File: config.mk
export PLATFORM = sky130hd
export DESIGN_NAME = bitmap_responder
export DESIGN_NICKNAME = d
export VERILOG_FILES = /design/src/rtl/bitmap_responder.sv
export SDC_FILE = /design/constraint.sdc
export NUM_CORES = 1
export LEC_CHECK = 0
export CORE_MARGIN = 2
export CORE_UTILIZATION = 45
export CTS_BUF_LIST = sky130_fd_sc_hd__clkbuf_8
export DETAILED_ROUTE_END_ITERATION = 16
export PLACE_DENSITY = 0.77
export SLEW_MARGIN = 20
export SYNTH_ARGS = -nofsm -noshare
export SYNTH_HDL_FRONTEND = slang
export SYNTH_SLANG_ARGS = --single-unit
File: constraint.sdc
create_clock -name clk -period 1.65 [get_ports clk]
set_clock_uncertainty 0.1 [all_clocks]
set_input_delay 0.495 -clock clk [delete_from_list [all_inputs] [get_ports clk]]
set_output_delay 0.495 -clock clk [all_outputs]
set_load 0.01 [all_outputs]
File: src/rtl/bitmap_responder.sv
// bitmap_responder: serves VGA pixel requests from a 16-bit Avalon-MM frame store; one-word cache when BITMAP_RESP_CACHE_EN is defined
module bitmap_responder (
   input  logic        clk,
   input  logic        reset_n,
   input  logic        sdram_grab,
   input  logic [22:0] sdram_addr,
   output logic        sdram_draw,
   output logic [7:0]  bitmap_intensity,
   output logic [9:0]  sdram_x,
   output logic [9:0]  sdram_y,
   output logic        mem_read,
   output logic [18:0] mem_address,
   input  logic        mem_waitrequest,
   input  logic [15:0] mem_readdata,
   input  logic        mem_readdatavalid,
   input  logic        cache_flush,
   output logic        overrun
);
   typedef enum logic [1:0] {IDLE, REQ, WAIT, RESP} state_t;
   state_t      state_q, state_d;
   logic [9:0]  x_q, x_d, y_q, y_d, sx_q, sx_d, sy_q, sy_d;
   logic [7:0]  pix_q, pix_d, int_q, int_d;
   logic        draw_q, draw_d, rd_q, rd_d, ovr_q, ovr_d;
   logic [18:0] addr_q, addr_d;
   logic [9:0]  ax, ay;
   logic        in_range, hit, cache_load;
   logic [7:0]  hit_byte;
   logic        unused_addr;
   assign ax          = sdram_addr[9:0];
   assign ay          = sdram_addr[19:10];
   assign unused_addr = &{1'b0, sdram_addr[22:20]};
   assign in_range    = (ax < 10'd640) && (ay < 10'd480);
   assign cache_load  = (state_q == WAIT) && mem_readdatavalid;
`ifdef BITMAP_RESP_CACHE_EN
   logic [18:0] tag_q;
   logic [15:0] cdata_q;
   logic        cvalid_q;
   // a flush on the same edge as a request forces that request to miss
   assign hit      = cvalid_q && !cache_flush && (tag_q == {ay, ax[9:1]});
   assign hit_byte = ax[0] ? cdata_q[15:8] : cdata_q[7:0];
   // one-word cache: refilled by every completed read, a flush invalidates (flush wins over a refill)
   always_ff @(posedge clk or negedge reset_n) begin
      if (!reset_n) begin
         tag_q    <= '0;
         cdata_q  <= '0;
         cvalid_q <= 1'b0;
      end else begin
         tag_q    <= cache_load ? addr_q : tag_q;
         cdata_q  <= cache_load ? mem_readdata : cdata_q;
         cvalid_q <= cache_flush ? 1'b0 : (cache_load ? 1'b1 : cvalid_q);
      end
   end
`else
   logic unused_flush;
   assign hit          = 1'b0;
   assign hit_byte     = 8'h00;
   assign unused_flush = &{1'b0, cache_flush};
`endif
   // state and output registers; all outputs come straight from flops so reset release cannot glitch them
   always_ff @(posedge clk or negedge reset_n) begin
      if (!reset_n) begin
         state_q <= IDLE;
         x_q     <= '0;
         y_q     <= '0;
         pix_q   <= '0;
         draw_q  <= 1'b0;
         int_q   <= '0;
         sx_q    <= '0;
         sy_q    <= '0;
         rd_q    <= 1'b0;
         addr_q  <= '0;
         ovr_q   <= 1'b0;
      end else begin
         state_q <= state_d;
         x_q     <= x_d;
         y_q     <= y_d;
         pix_q   <= pix_d;
         draw_q  <= draw_d;
         int_q   <= int_d;
         sx_q    <= sx_d;
         sy_q    <= sy_d;
         rd_q    <= rd_d;
         addr_q  <= addr_d;
         ovr_q   <= ovr_d;
      end
   end
   // next state: accept in IDLE, read through REQ/WAIT on a miss, publish the pixel when leaving RESP
   always_comb begin
      state_d = state_q;
      x_d     = x_q;
      y_d     = y_q;
      pix_d   = pix_q;
      draw_d  = 1'b0;
      int_d   = int_q;
      sx_d    = sx_q;
      sy_d    = sy_q;
      rd_d    = rd_q;
      addr_d  = addr_q;
      ovr_d   = ovr_q | (sdram_grab && (state_q != IDLE));
      case (state_q)
         IDLE: if (sdram_grab) begin
            x_d = ax;
            y_d = ay;
            if (!in_range || hit) begin
               pix_d   = in_range ? hit_byte : 8'h00;
               state_d = RESP;
            end else begin
               rd_d    = 1'b1;
               addr_d  = {ay, ax[9:1]};
               state_d = REQ;
            end
         end
         REQ: if (!mem_waitrequest) begin
            rd_d    = 1'b0;
            state_d = WAIT;
         end
         WAIT: if (mem_readdatavalid) begin
            pix_d   = x_q[0] ? mem_readdata[15:8] : mem_readdata[7:0];
            state_d = RESP;
         end
         RESP: begin
            draw_d  = 1'b1;
            int_d   = pix_q;
            sx_d    = x_q;
            sy_d    = y_q;
            state_d = IDLE;
         end
         default: state_d = IDLE;
      endcase
   end
   assign sdram_draw       = draw_q;
   assign bitmap_intensity = int_q;
   assign sdram_x          = sx_q;
   assign sdram_y          = sy_q;
   assign mem_read         = rd_q;
   assign mem_address      = addr_q;
   assign overrun          = ovr_q;
endmodule

==> results.py <==
metrics = {
    "placement": {
        "place_congestion": 0.799,
        "numPortBuffers": 90,
        "dp.cells": 439,
        "post_dp_cell_area_sq_um": 4650,
        "dp_hpwl_mm": 5.24,
    },
    "pwr": {
        "power_frac_seq_pct": 38.0,
        "irDropWorstVdd_v": 0.000857,
        "power.density_nw_per_um2": 1810,
        "power.internal_uw": 6120,
        "clockPowerShare_pct": 17.3,
        "p_comb_share_pct": 44.8,
        "power_switching_share_pct": 32.2,
        "p_total_uw": 9020,
        "switching_power_uw": 2900,
        "power_leakage_uw": 0.00225,
    },
    "die": {
        "coreArea_sq_um": 7290,
        "die_w_um": 91.0,
        "row_count": 31,
        "dieHeight_um": 91.0,
        "ios": 95,
        "die_area_sq_um": 8290,
        "start_util_pct": 46.7,
    },
    "grt": {
        "grt_max_degree": 81,
        "busiest_layer": "met2",
        "grt_pass1_vias": 2461,
        "grtUsageTotal_pct": 19.2,
        "antenna_found_initial": 0,
        "met2_usage_pct": 29.2,
        "grt_pass1_wl_mm": 12.6,
        "met1_usage_pct": 27.0,
        "use_met3_pct": 4.40,
        "overflow": 0,
    },
    "detailed_routing": {
        "vias": 2394,
        "wl_per_cell_um": 16.4,
        "ant_nets": 0,
        "drt_iter0_drc": 72,
        "drt_pass1_iterations": 4,
        "avgViaCountPerCell": 5.19,
        "wirelength_mm": 7.58,
        "drc": 0,
    },
    "timing": {
        "period_needed_ps": 1640,
        "fmax_mhz": 608,
        "period_share_pct": 99.6,
        "timing.final.hold_violations": 0,
        "slew_viol_final": 0,
        "tightest_slew_ps": 428,
        "setup_violations": 0,
        "rsz0062_at_grt": "yes",
        "slew_headroom_pct": 71.5,
    },
    "yosys": {
        "synth-seq-area-share_pct": 58.7,
        "ys_seq_elements": 80,
        "netlist_area_sq_um": 3410,
        "yosysWarnings": 0,
        "synth_cell_type_count": 25,
        "netlist_instances": 234,
        "yosys.area.top_type": "dfrtp_1",
        "syn-num-nets": 283,
        "synthDominantCellAreaShare_pct": 58.7,
        "synthTopCellsByArea": "dfrtp_1 59%, mux2_2 22%, mux2_4 4.0%",
        "syn_avg_cell_area_sq_um": 14.6,
    },
    "setup_path": {
        "arrival_ps": 1770,
        "reg2reg_slack_ps": 40,
        "reg2regPathDepth": 7,
        "worstPathCellList": "clkdlybuf4s50_1 > o21ai_4 > nand4_4 > buf_4 > mux2_2",
        "worst-path-buf-inv": 2,
        "cp_top_family": "buffers and inverters",
        "end_kind": "flip-flop",
        "crit_path_max_fanout": 4,
        "r2r_end": "pix_q[1]",
        "critPathKind": "primary input to flip-flop",
        "r2r_start": "state_q[0]",
        "worstPathRequired_ps": 1770,
        "cp-start-kind": "primary input",
        "critPathSlowestCell": "clkdlybuf4s50_1",
        "max_stage_delay_ps": 530,
    },
    "cells_and_area": {
        "final_cell_mix": "80 x dfrtp_1, 65 x mux2_2, 47 x dlygate4sd2_1, 31 x clkdlybuf4s50_1, 31 x buf_4",
        "finalNonFillerCells": 461,
        "fin_area_sq_um": 4980,
        "finalNetCount": 406,
        "antenna_cells": 0,
        "final_common_cell": "dfrtp_1",
        "drive_gt1_share_pct": 40.9,
        "area_delta_synth_final_pct": 46.0,
        "n_fill_cell": 564,
    },
    "clock_network": {
        "clk_pin_slew_ps": 80,
        "cts_made_buffers": 9,
        "cts_tree": "yes",
        "cts_hold_buffers": 0,
        "cts-root-buf": "clkbuf_8",
        "clk_path_buf_depth": 2,
        "clock_latency_ps": 340,
        "cts.sinks": 80,
        "htree_levels": 3,
    },
    "min_path": {
        "hp-class": "primary input to async pin",
    },
    "status": {
        "status": "finished clean",
    },
    "run": {
        "maxCapViolations": 0,
    },
}
[area by class of cell]
cell class | count | area (sq um) | area share [%]
Timing Repair Buffer | 129 | 1180 | 23.8
Tap cell | 99 | 124 | 2.49
Sequential cell | 80 | 2000 | 40.2
Clock buffer | 9 | 124 | 2.49
Multi-Input combinational cell | 133 | 1430 | 28.8
Clock inverter | 7 | 95.1 | 1.91
Inverter | 4 | 15.0 | 0.302
[power groups by stage]
stage	clock network, uW	logic [uW]	registers [uW]
detailed placement	0	4120	3460
global placement	0	4020	3430
global route	1690	4360	3550
finish	1560	4040	3430
floorplan	0	1990	3620
CTS	1600	3780	3410
[sequential cells by signal (all words and copies together) (netlist names), 2 cells and up]
name and cells:
mem_address 19, sdram_x 10, sdram_y 10, x_q 10
y_q 10, bitmap_intensity 8, pix_q 8, state_q 2
[Yosys cell counts (all sizes together)]
library cell,count
ha,4
buf,11
a2bb2oi,1
and2,1
dfrtp,80
o21ai,2
and3,2
nand2,3
clkbuf,6
nor2,2
o31ai,8
nand4,18
inv,4
o211ai,9
a31oi,1
nand2b,1
nor2b,3
nor3b,1
a41oi,1
a21o,1
mux2,75
[routing by layer]
metal,wire [um],up-vias
met2,3640,79
met3,395,14
li1,-,1104
met4,153,0
met5,0,-
met1,3400,1197
[timing repair]
| item | in CTS | in global routing |
|---|---|---|
| resized for setup | 67 | 28 |
| setup buffers | 1 | 5 |
| pin swaps | 2 | 3 |
| setup endpoints to repair | 97 | 27 |
[logic make-up after synthesis]
kind of cell | count (synthesis) | synth area share, %
adder cells (fa/ha/maj) | 4 | 1.47
AO/OA/AOI/OAI | 23 | 5.18
AND/OR/NAND/NOR | 31 | 5.95
multiplexers | 75 | 25.8
buffers and inverters | 21 | 2.90
flip-flops | 80 | 58.7
[worst max-delay path by stage]
| stage | from | endpoint | slack, ps | cells after the start |
|---|---|---|---|---|
| 4_1_cts | mem_read | mem_read | 2 | 1 |
| 3_5_place_dp | sdram_addr[15] | pix_q[3] | -550 | 5 |
| 2_1_floorplan | state_q[0] | state_q[1] | -100 | 7 |
| 6_report | sdram_addr[9] | mem_address[8] | 6 | 5 |
| 3_3_place_gp | sdram_addr[15] | pix_q[2] | -490 | 5 |
| 5_1_grt | state_q[0] | pix_q[1] | -40 | 7 |
[per-stage QoR]
| step | utilization, % | setup TNS, ps | setup slack [ps] | hold slack, ps |
|---|---|---|---|---|
| floorplan | - | -139 | -103 | 99.4 |
| global placement | 63.7 | -20950 | -487 | 347 |
| detailed placement | 63.7 | -22030 | -553 | 354 |
| CTS | 66.4 | 0 | 2.41 | 79.8 |
| global route | 68.2 | -49.2 | -42.6 | 99.7 |
| finish | 68.2 | 0 | 6.22 | 47.2 |
Note: power is estimated with default switching activity, not from simulation.
